File: config.mk
export PLATFORM = sky130hd
export DESIGN_NAME = mem_access_flat
export DESIGN_NICKNAME = d
export VERILOG_FILES = /design/src/rtl/mem_access_if.sv /design/src/rtl/mem_access.sv /design/src/flat_wrapper.sv
export SDC_FILE = /design/constraint.sdc
export NUM_CORES = 1
export LEC_CHECK = 0
export CORE_MARGIN = 5
export CORE_UTILIZATION = 26
export DETAILED_ROUTE_END_ITERATION = 10
export PLACE_DENSITY = 0.63
export SYNTH_ARGS = -nofsm -noshare
export SYNTH_HDL_FRONTEND = slang
export SYNTH_SLANG_ARGS = --single-unit
export TNS_END_PERCENT = 30
File: constraint.sdc
create_clock -name clk -period 4.2 [get_ports clk]
set_clock_uncertainty 0.15 [all_clocks]
set_input_delay 0.84 -clock clk [delete_from_list [all_inputs] [get_ports clk]]
set_output_delay 0.84 -clock clk [all_outputs]
set_load 0.05 [all_outputs]
File: src/rtl/mem_access_if.sv
// Data-memory bus between the MEM-stage load/store unit and data memory.
// The unit issues a request and the memory answers with a one-cycle ack.
interface mem_access_if;
  logic        dmem_req;
  logic        dmem_we;
  logic [31:0] dmem_addr;
  logic [3:0]  dmem_be;
  logic [31:0] dmem_wdata;
  logic [31:0] dmem_rdata;
  logic        dmem_ack;

  // Load/store unit side
  modport master (
    output dmem_req, dmem_we, dmem_addr, dmem_be, dmem_wdata,
    input  dmem_rdata, dmem_ack
  );

  // Memory side
  modport slave (
    input  dmem_req, dmem_we, dmem_addr, dmem_be, dmem_wdata,
    output dmem_rdata, dmem_ack
  );
endinterface

File: src/rtl/mem_access.sv
// MEM-stage load/store unit: turns the current memory operation into a
// req/ack bus transaction, stalls the pipeline while it is outstanding,
// aligns/extends load data and aborts accesses that wait too long.
module mem_access #(
  parameter int WAIT_MAX = 255
) (
  input  logic               clk,
  input  logic               rst,
  input  logic               mem_MemRead,
  input  logic               mem_MemWrite,
  input  logic [1:0]         mem_size,
  input  logic               mem_signext,
  input  logic [31:0]        mem_ALUOUT,
  input  logic [31:0]        mem_WriteData,
  output logic [31:0]        mem_MEMOUT,
  output logic               mem_stall,
  output logic               mem_misalign,
  output logic               mem_buserr,
  mem_access_if.master       dmem
);

  typedef enum logic [1:0] {IDLE, BUSY, DONE} state_t;

  state_t      state_q, state_d;
  logic [15:0] cnt_q, cnt_d;
  logic [1:0]  size_q, size_d;
  logic        sext_q, sext_d;
  logic [1:0]  off_q, off_d;
  logic [31:0] memout_q, memout_d;
  logic        buserr_q, buserr_d;
  logic        req_q, req_d;
  logic        we_q, we_d;
  logic [31:0] addr_q, addr_d;
  logic [3:0]  be_q, be_d;
  logic [31:0] wdata_q, wdata_d;

  logic        access;
  logic        misaligned;
  logic        start;
  logic        timeout;
  logic [3:0]  st_be;
  logic [31:0] st_wdata;
  logic [31:0] ld_data;

  assign access     = mem_MemRead | mem_MemWrite;
  // Size 11 behaves as a word access.
  assign misaligned = (mem_size == 2'b01) ? mem_ALUOUT[0] :
                      (mem_size[1]        ? (mem_ALUOUT[1:0] != 2'b00) : 1'b0);
  assign start      = (state_q == IDLE) & access & ~misaligned;
  // The counter saturating at WAIT_MAX-1 means WAIT_MAX BUSY cycles have elapsed.
  assign timeout    = (state_q == BUSY) & ~dmem.dmem_ack &
                      (cnt_q == 16'(WAIT_MAX - 1));

  assign mem_misalign = (state_q == IDLE) & access & misaligned;
  assign mem_stall    = ~rst & (start | (state_q == BUSY));
  assign mem_MEMOUT   = memout_q;
  assign mem_buserr   = buserr_q;

  assign dmem.dmem_req   = req_q;
  assign dmem.dmem_we    = we_q;
  assign dmem.dmem_addr  = addr_q;
  assign dmem.dmem_be    = be_q;
  assign dmem.dmem_wdata = wdata_q;

  // Store lane steering: byte enables and replicated write data
  always_comb begin
    st_be    = 4'b1111;
    st_wdata = mem_WriteData;
    case (mem_size)
      2'b00: begin
        st_be    = 4'b0001 << mem_ALUOUT[1:0];
        st_wdata = {4{mem_WriteData[7:0]}};
      end
      2'b01: begin
        st_be    = mem_ALUOUT[1] ? 4'b1100 : 4'b0011;
        st_wdata = {2{mem_WriteData[15:0]}};
      end
      default: begin
        st_be    = 4'b1111;
        st_wdata = mem_WriteData;
      end
    endcase
  end

  // Load formatting: pick the little-endian lane and extend it
  always_comb begin
    ld_data = dmem.dmem_rdata;
    case (size_q)
      2'b00: begin
        logic [7:0] b;
        b       = dmem.dmem_rdata[8*off_q +: 8];
        ld_data = {{24{sext_q & b[7]}}, b};
      end
      2'b01: begin
        logic [15:0] h;
        h       = off_q[1] ? dmem.dmem_rdata[31:16] : dmem.dmem_rdata[15:0];
        ld_data = {{16{sext_q & h[15]}}, h};
      end
      default: ld_data = dmem.dmem_rdata;
    endcase
  end

  // State register
  always_ff @(posedge clk or posedge rst) begin
    if (rst) state_q <= IDLE;
    else     state_q <= state_d;
  end

  // Next-state logic
  always_comb begin
    state_d = state_q;
    case (state_q)
      IDLE:    if (start) state_d = BUSY;
      BUSY:    if (dmem.dmem_ack || timeout) state_d = DONE;
      DONE:    state_d = IDLE;
      default: state_d = IDLE;
    endcase
  end

  // Output/datapath next values; buserr is a one-cycle pulse by default
  always_comb begin
    cnt_d    = cnt_q;
    size_d   = size_q;
    sext_d   = sext_q;
    off_d    = off_q;
    memout_d = memout_q;
    buserr_d = 1'b0;
    req_d    = req_q;
    we_d     = we_q;
    addr_d   = addr_q;
    be_d     = be_q;
    wdata_d  = wdata_q;
    case (state_q)
      IDLE: begin
        if (start) begin
          req_d   = 1'b1;
          we_d    = mem_MemWrite;
          addr_d  = {mem_ALUOUT[31:2], 2'b00};
          be_d    = mem_MemWrite ? st_be : 4'b1111;
          wdata_d = st_wdata;
          size_d  = mem_size;
          sext_d  = mem_signext;
          off_d   = mem_ALUOUT[1:0];
          cnt_d   = 16'd0;
        end
      end
      BUSY: begin
        if (dmem.dmem_ack) begin
          req_d = 1'b0;
          if (!we_q) memout_d = ld_data;
        end else if (timeout) begin
          req_d    = 1'b0;
          buserr_d = 1'b1;
          if (!we_q) memout_d = 32'd0;
        end else begin
          cnt_d = cnt_q + 16'd1;
        end
      end
      default: ;
    endcase
  end

  // Datapath and bus registers
  always_ff @(posedge clk or posedge rst) begin
    if (rst) begin
      cnt_q    <= '0;
      size_q   <= '0;
      sext_q   <= 1'b0;
      off_q    <= '0;
      memout_q <= '0;
      buserr_q <= 1'b0;
      req_q    <= 1'b0;
      we_q     <= 1'b0;
      addr_q   <= '0;
      be_q     <= '0;
      wdata_q  <= '0;
    end else begin
      cnt_q    <= cnt_d;
      size_q   <= size_d;
      sext_q   <= sext_d;
      off_q    <= off_d;
      memout_q <= memout_d;
      buserr_q <= buserr_d;
      req_q    <= req_d;
      we_q     <= we_d;
      addr_q   <= addr_d;
      be_q     <= be_d;
      wdata_q  <= wdata_d;
    end
  end

endmodule

File: src/flat_wrapper.sv
// flat-port wrapper written by rule: the top's interface ports become plain ports
module mem_access_flat 
#(
  parameter int WAIT_MAX = 255
)
  (clk, rst, mem_MemRead, mem_MemWrite, mem_size, mem_signext, mem_ALUOUT, mem_WriteData, mem_MEMOUT, mem_stall, mem_misalign, mem_buserr, dmem_dmem_req, dmem_dmem_we, dmem_dmem_addr, dmem_dmem_be, dmem_dmem_wdata, dmem_dmem_rdata, dmem_dmem_ack);
  mem_access_if dmem_i ();
  input  logic clk;
  input  logic rst;
  input  logic mem_MemRead;
  input  logic mem_MemWrite;
  input  logic [1:0] mem_size;
  input  logic mem_signext;
  input  logic [31:0] mem_ALUOUT;
  input  logic [31:0] mem_WriteData;
  output logic [31:0] mem_MEMOUT;
  output logic mem_stall;
  output logic mem_misalign;
  output logic mem_buserr;
  output wire logic [$bits(dmem_i.dmem_req)-1:0] dmem_dmem_req;
  output wire logic [$bits(dmem_i.dmem_we)-1:0] dmem_dmem_we;
  output wire logic [$bits(dmem_i.dmem_addr)-1:0] dmem_dmem_addr;
  output wire logic [$bits(dmem_i.dmem_be)-1:0] dmem_dmem_be;
  output wire logic [$bits(dmem_i.dmem_wdata)-1:0] dmem_dmem_wdata;
  input wire logic [$bits(dmem_i.dmem_rdata)-1:0] dmem_dmem_rdata;
  input wire logic [$bits(dmem_i.dmem_ack)-1:0] dmem_dmem_ack;
  assign dmem_dmem_req = dmem_i.dmem_req;
  assign dmem_dmem_we = dmem_i.dmem_we;
  assign dmem_dmem_addr = dmem_i.dmem_addr;
  assign dmem_dmem_be = dmem_i.dmem_be;
  assign dmem_dmem_wdata = dmem_i.dmem_wdata;
  assign dmem_i.dmem_rdata = dmem_dmem_rdata;
  assign dmem_i.dmem_ack = dmem_dmem_ack;
  mem_access #(.WAIT_MAX(WAIT_MAX)) u_core (.clk(clk), .rst(rst), .mem_MemRead(mem_MemRead), .mem_MemWrite(mem_MemWrite), .mem_size(mem_size), .mem_signext(mem_signext), .mem_ALUOUT(mem_ALUOUT), .mem_WriteData(mem_WriteData), .mem_MEMOUT(mem_MEMOUT), .mem_stall(mem_stall), .mem_misalign(mem_misalign), .mem_buserr(mem_buserr), .dmem(dmem_i));
endmodule
==> impl_results.md, run 1 <==
* Worst setup SP type: input pin
* Post-Syn Area at around 5700 sq um
* Clock transition at path regs at 0.06 ns
* Syn avg cell area at approximately 9.4 sq um
* 1st-iter DRT viols at around 310
* Dpl hpwl at between 10000 and 15000 microns
* CORE AREA at ~22000 sq um
* Final period util at 0.801
* Post-route ant nets at 0
* Cell chosen for the clock root: clkbuf_16
* Chip Height at between 150 and 200 microns
* # IOs at between 200 and 250
* Global placer's final weighted congestion at roughly 0.80
* Tightest Hold Check Type: reg -> reg
* Pwr/cell area at between 800 and 900 nW/um^2
* Initial antenna violation count at 1
* Worst-Skew Late Latency at about 0.4 ns
* YS warnings at 0
* Slew headroom at 0.346
* Wire length per cell at approximately 16 microns
* Max cap viols at 0
* Post-synth top area share at 0.540
* Synth area leaders: dfrtp_1 54%, nand2_1 12%, mux2i_1 4.4%
* Ys async rst share at 1.00
* Fmax at 297 MHz
* Worst slew pin tran at just under 1 ns
* Post-CTS sizing at 0
* CP required at 3.21 ns
* Total track usage at 0.144
* Finished Cell Area at slightly below 9000 sq um
* Yosys cell types at 52
* DRC Markers at 0
* Most common flop cell mapped by yosys: dfrtp_1
* DR vias/cell at ~4.7
* #FFs+latches synth at ~120
* CTS Buffer Depth at 2
* Fraction of layout cells with a size suffix above 1 at 0.0708
* Die ar. at 25200 sq um
* Critical Path AT at 2.38 ns
* CTS sink count at 124
* Syn Inst Count at around 610
* Cell taking the most area after synthesis: dfrtp_1
* Cts hold-fix bufs at 0
* Max IR drop VDD at between 300 and 400 uV
* Std cell rows at 54
* Most common cell in the synthesized netlist: nand2_1
* Final Max Slew Viols at 0
* Final Hold Viols at 0
* Cts bufs inserted at 17
* CTS tree: done
* P&R area growth vs syn at 51.8%
* Vias at 5124
* Pre-antenna DRT Iters at 6
* Setup tns final at 0 ns
* Commonest cells in the netlist: 191 x nand2_1, 124 x dfrtp_1, 40 x o21ai_0, 26 x clkbuf_1
* Final setup viols at 0
* Postcts setup bufs at 0
* P_leak at ~3.9 nW
* Initial Utilization at 0.264
* Horiz. Die Dim at 159 microns
* Largest net degree at the start of global routing at just over 70
* CP Capture Type: output pin
* Post-synthesis sequential area ratio at 0.540
* GR Overflow Total at 0
* Min Tclk post-route at around 3.4 ns
* Crit Path Max Fanout at 6
* I/O Buffers at 206
* Area of placed instances at about 8100 sq um
* H-tree level count at 4
* Layout net count at slightly above 900
* Vias in the first global route at slightly above 5k
* RSZ-0062 raised after global routing: false
* WL final at approximately 18000 microns
* Post-synth EDFFs at 0
* First-pass GRT wire length at 28400 microns
* Status: finished, final reports clean
* Crit Path Class: in -> out
cells in the final DEF (no fill, tap or decap), drive strengths merged, types with 2 or more instances in the layout:
cell           netlist  final
inv                 18     23
o31ai                2      2
nor2                25     25
conb                 1      2
a21o                12     12
nand3                3      3
bufinv               0      2
nand2b               4      4
nor3                 3      3
clkinv               0      3
nor2b                2      2
a21oi               23     23
a41o                 3      3
a2111oi              3      3
mux2i               25     25
and3                 2      2
clkbuf              26     18
clkdlybuf4s50        0    204
or4                  2      2
ha                   2      2
nand4                6      6
and4                 2      2
dfrtp              124    124
a221o               17     17
a221oi               8      8
nand2              192    192
o21ai               58     58
a222oi               7      7
clkinvlp             0      4
buf                 13     13
or3                  6      6
a31oi                7      7
final cells by class:
cell class                      instances  area (sq um)
Inverter                               18          71.3
Fill cell                            2208         13000
Tap cell                              280           350
Multi-Input combinational cell        428          2410
Sequential cell                       124          3100
Antenna cell                            1          2.50
Clock inverter                         14           160
Timing Repair Buffer                  217          2190
Clock buffer                           18           429
report_power, final:
group	internal [mW]	switching [mW]	total (mW)
Combinational	1.27	2.54	3.81
Sequential	1.69	0.358	2.05
Clock	0.887	0.594	1.48
Total	3.85	3.50	7.34
kinds of logic (layout without fill, tap and decap cells):
group | count (synthesis) | in the layout | share of synthesized area
compound gates | 145 | 145 | 0.179
xor+xnor | 1 | 1 | 0.00153
fa+ha+maj | 2 | 2 | 0.00436
buf+inv | 57 | 267 | 0.0425
flops | 124 | 124 | 0.540
mux | 26 | 26 | 0.0475
other cells | 1 | 3 | 0.000653
simple gates | 252 | 252 | 0.184
registers in the layout (all words and copies together), names as in the netlist:
| register | count |
|---|---|
| u_core.dmem.dmem_wdata | 32 |
| u_core.mem_MEMOUT | 32 |
| u_core.dmem.dmem_addr | 30 |
| u_core.cnt_q | 16 |
| u_core.dmem.dmem_be | 4 |
| u_core.off_q | 2 |
| u_core.size_q | 2 |
| u_core.state_q | 2 |
| u_core.dmem.dmem_req | 1 |
| u_core.dmem.dmem_we | 1 |
| u_core.mem_buserr | 1 |
| u_core.sext_q | 1 |
through the flow:
step	power, mW	instances	utilization	setup slack (ns)	hold slack (ns)
floorplan	4.52	609	-	0.729	0.333
global placement	5.89	1067	0.373	0.816	0.306
detailed placement	5.91	1067	0.373	0.783	0.311
CTS	7.44	1099	0.401	0.801	0.328
global route	7.77	1099	0.401	0.713	0.340
finish	7.34	1100	0.401	0.834	0.323
worst max-delay path, stage by stage:
cell,delay (ns)
clkdlybuf4s50_1,0.51
o21ai_2,0.28
nand4_1,0.25
a21oi_1,0.32
buf_12,0.18
routing by layer:
layer	vias to the layer above	track usage	wire [microns]
li1	2516	-	-
met1	2427	0.187	7990
met2	166	0.223	8140
met3	15	0.0598	1720
met4	0	0.0357	166
met5	-	0	0
final timing paths:
| check | startpoint | end | slack [ns] | cells after the start |
|---|---|---|---|---|
| worst max-delay path | mem_ALUOUT[0] | mem_stall | 0.83 | 5 |
| worst min register to register | u_core.dmem.dmem_addr[11]$_DFFE_PP0P_ | u_core.dmem.dmem_addr[11]$_DFFE_PP0P_ | 0.32 | 2 |
| min in group asynchronous | rst | u_core.mem_MEMOUT[22]$_DFFE_PP0P_ | 0.81 | 2 |
| max in group asynchronous | rst | u_core.dmem.dmem_addr[19]$_DFFE_PP0P_ | 2.23 | 3 |
| worst max register to register | u_core.cnt_q[0]$_DFFE_PP0P_ | u_core.mem_MEMOUT[2]$_DFFE_PP0P_ | 1.57 | 8 |
| worst min-delay path | u_core.dmem.dmem_addr[11]$_DFFE_PP0P_ | u_core.dmem.dmem_addr[11]$_DFFE_PP0P_ | 0.32 | 2 |
(Power assumes the default switching activity.)
==> run 2: changes to the inputs <==
--- a/config.mk
+++ b/config.mk
@@ -8,7 +8,7 @@
 export CORE_MARGIN = 5
 export CORE_UTILIZATION = 26
 export DETAILED_ROUTE_END_ITERATION = 10
-export PLACE_DENSITY = 0.63
+export PLACE_DENSITY = 0.61
 export SYNTH_ARGS = -nofsm -noshare
 export SYNTH_HDL_FRONTEND = slang
 export SYNTH_SLANG_ARGS = --single-unit
==> constraint.sdc (replaced) <==
create_clock -name clk -period 3.31 [get_ports clk]
set_clock_uncertainty 0.15 [all_clocks]
set_input_delay 0.662 -clock clk [delete_from_list [all_inputs] [get_ports clk]]
set_output_delay 0.662 -clock clk [all_outputs]
set_load 0.05 [all_outputs]
==> run 2 against run 1 <==
Sequential power increased by 27%. Routed wire length increased by 2.2%. Register-to-register slack worse by 0.80 ns. Cell area shrank 0.11%. First-iteration DRC count decreased by 0.64%. Sequential cell count is the same. Combinational power increased by 27%. Clock power grew 18%. Critical endpoint unchanged. Highest routed layer is now met5.
==> impl_results.md, run 2 (synthesis gave the netlist of run 1 again) <==
* Std cell rows at 54
* Cts hold-fix bufs at 0
* Postcts setup bufs at 0
* Hold EP: u_core.dmem.dmem_addr[15]$_DFFE_PP0P_
* CTS tree: done
* Crit Path Class: in -> out
* Vias in the first global route at between 5k and 6k
* Post-route ant nets at 0
* 1st-iter DRT viols at 311
* Comb power frac at 0.527
* Chip Height at about 160 microns
* Tightest Hold Check Type: reg -> reg
* I/O Buffers at between 200 and 250
* Worst R2R End: u_core.cnt_q[2]$_DFFE_PP0P_
* Flop-to-flop setup slack at 0.77 ns
* Crit path largest cell delay at roughly 0.51 ns
* Min Tclk post-route at roughly 3.0 ns
* Wire length per cell at 16.7 microns
* Worst-Skew Late Latency at between 0.4 and 0.5 ns
* CTS Buffer Depth at 2
* Cts bufs inserted at 17
* Final setup viols at 0
* Clock transition at path regs at 0.06 ns
* Final period util at 0.902
* Slowest-stage cell, CP: clkdlybuf4s50_1
* Final Hold Viols at 0
* # IOs at 209
* Final core occ at 0.400
* WL final at 18400 microns
* Pre-CTS setup slack at roughly 0.28 ns
* Global placer's final weighted congestion at 0.769
* Final worst slack at roughly 0.32 ns
* First-pass GRT wire length at between 20000 and 30000 microns
* Initial antenna violation count at 1
* Cell chosen for the clock root: clkbuf_16
* Horiz. Die Dim at approximately 160 microns
* Largest net degree at the start of global routing at 103
* Layout net count at slightly above 900
* GR Overflow Total at 0
* Sw Pwr at ~4.4 mW
* Power share of the clock group at 0.190
* Switching power share of the total at 0.479
* Worst hold path depth at 2
* Fraction of layout cells with a size suffix above 1 at 0.0732
* Die ar. at between 20000 and 30000 sq um
* Slew headroom at 0.312
* Cells on worst reg2reg path at 8
* Pre-antenna DRT Iters at 5
* Worst slew pin tran at just over 1 ns
* DR vias/cell at approximately 4.7
* Worst R2R Start: u_core.cnt_q[0]$_DFFE_PP0P_
* Final antenna diode count at 0
* H-tree level count at 4
* Max cap viols at 0
* CORE AREA at 21800 sq um
* CTS sink count at approximately 120
* Vias at roughly 5.1k
* Crit Path Max Fanout at 4
* Hold slack at between 0.3 and 0.4 ns
* Fmax at ~330 MHz
* Worst setup SP type: input pin
* Sequential share of power at 0.283
* Total track usage at 0.147
* Cells along the critical path: clkdlybuf4s50_1 -> or2_1 -> nand4_1 -> a21oi_1 -> buf_12
* Post-CTS sizing at 0
* P&R area growth vs syn at 51.6%
* Dpl hpwl at roughly 13000 microns
* Commonest non-fill, non-tap cell in the layout: clkdlybuf4s50_1
* CP required at 2.50 ns
* Critical Path AT at 2.17 ns
* Final Max Slew Viols at 0
* CP Capture Type: output pin
* RSZ-0062 raised after global routing: false
* Internal cell power at roughly 4.8 mW
* P_leak at 3.90 nW
* Setup tns final at 0 ns
* Initial Utilization at 0.264
* DRC Markers at 0
* Status: finished, final reports clean
* Pwr/cell area at approximately 1100 nW/um^2
* Max IR drop VDD at between 500 and 600 uV
* Min-delay src: u_core.dmem.dmem_addr[15]$_DFFE_PP0P_
* Commonest cells after routing, fill and taps aside: 204 x clkdlybuf4s50_1, 191 x nand2_1, 124 x dfrtp_1
[run 2: power groups by stage]
stage	Clock, mW	Combinational (mW)	Sequential (mW)
after CTS	1.80	4.92	2.61
final	1.75	4.85	2.61
after detailed placement	0	4.90	2.62
after global routing	1.87	5.17	2.70
after floorplan	0	1.21	4.53
after global placement	0	4.89	2.60
[run 2: critical path: cells and delay by family]
| family | cells | cell delay, ns |
|---|---|---|
| buffers and inverters | 2 | 0.69 |
| and+or+nand+nor | 2 | 0.47 |
| AOI/OAI and AO/OA | 1 | 0.34 |
[run 2: final cells by class]
cell class	count	area (sq um)
multi-input cells	428	2410
well taps	280	350
inverters	18	71.3
clock buffers	17	425
clock inverters	15	124
flip-flops and latches	124	3100
fillers	2159	13100
repair buffers	218	2220
[run 2: routing by layer]
layer / wire length (microns) / vias to the layer above / share of wire / global-route usage
met5: 20 / - / 0.0011 / 0
met4: 257 / 2 / 0.014 / 0.0435
met3: 1780 / 19 / 0.097 / 0.0661
met2: 8480 / 168 / 0.46 / 0.227
met1: 7870 / 2425 / 0.43 / 0.185
li1: - / 2524 / - / -
[run 2: worst max path at each step]
stage,from,endpoint,slack (ns),cells past startpoint
after floorplan,mem_size[0],mem_stall,0.19,6
final,mem_MemWrite,mem_stall,0.32,5
after CTS,mem_MemWrite,mem_stall,0.27,5
after detailed placement,mem_MemWrite,mem_stall,0.28,5
after global routing,mem_MemWrite,mem_stall,0.21,5
after global placement,mem_MemWrite,mem_stall,0.26,5
[run 2: metrics by stage]
step / std cells / instance area [sq um] / total power [mW]
CTS: 1100 / 8710 / 9.33
detailed placement: 1068 / 8160 / 7.53
floorplan: 609 / 5750 / 5.73
finish: 1100 / 8710 / 9.21
global placement: 1068 / 8160 / 7.49
global route: 1100 / 8710 / 9.74
==> run 3: changes to the inputs <==
--- a/config.mk
+++ b/config.mk
@@ -12,4 +12,4 @@
 export SYNTH_ARGS = -nofsm -noshare
 export SYNTH_HDL_FRONTEND = slang
 export SYNTH_SLANG_ARGS = --single-unit
-export TNS_END_PERCENT = 30
+export TNS_END_PERCENT = 20
==> results of run 3 <==
No change in the layout: final DEF, timing and power equal those of run 2.
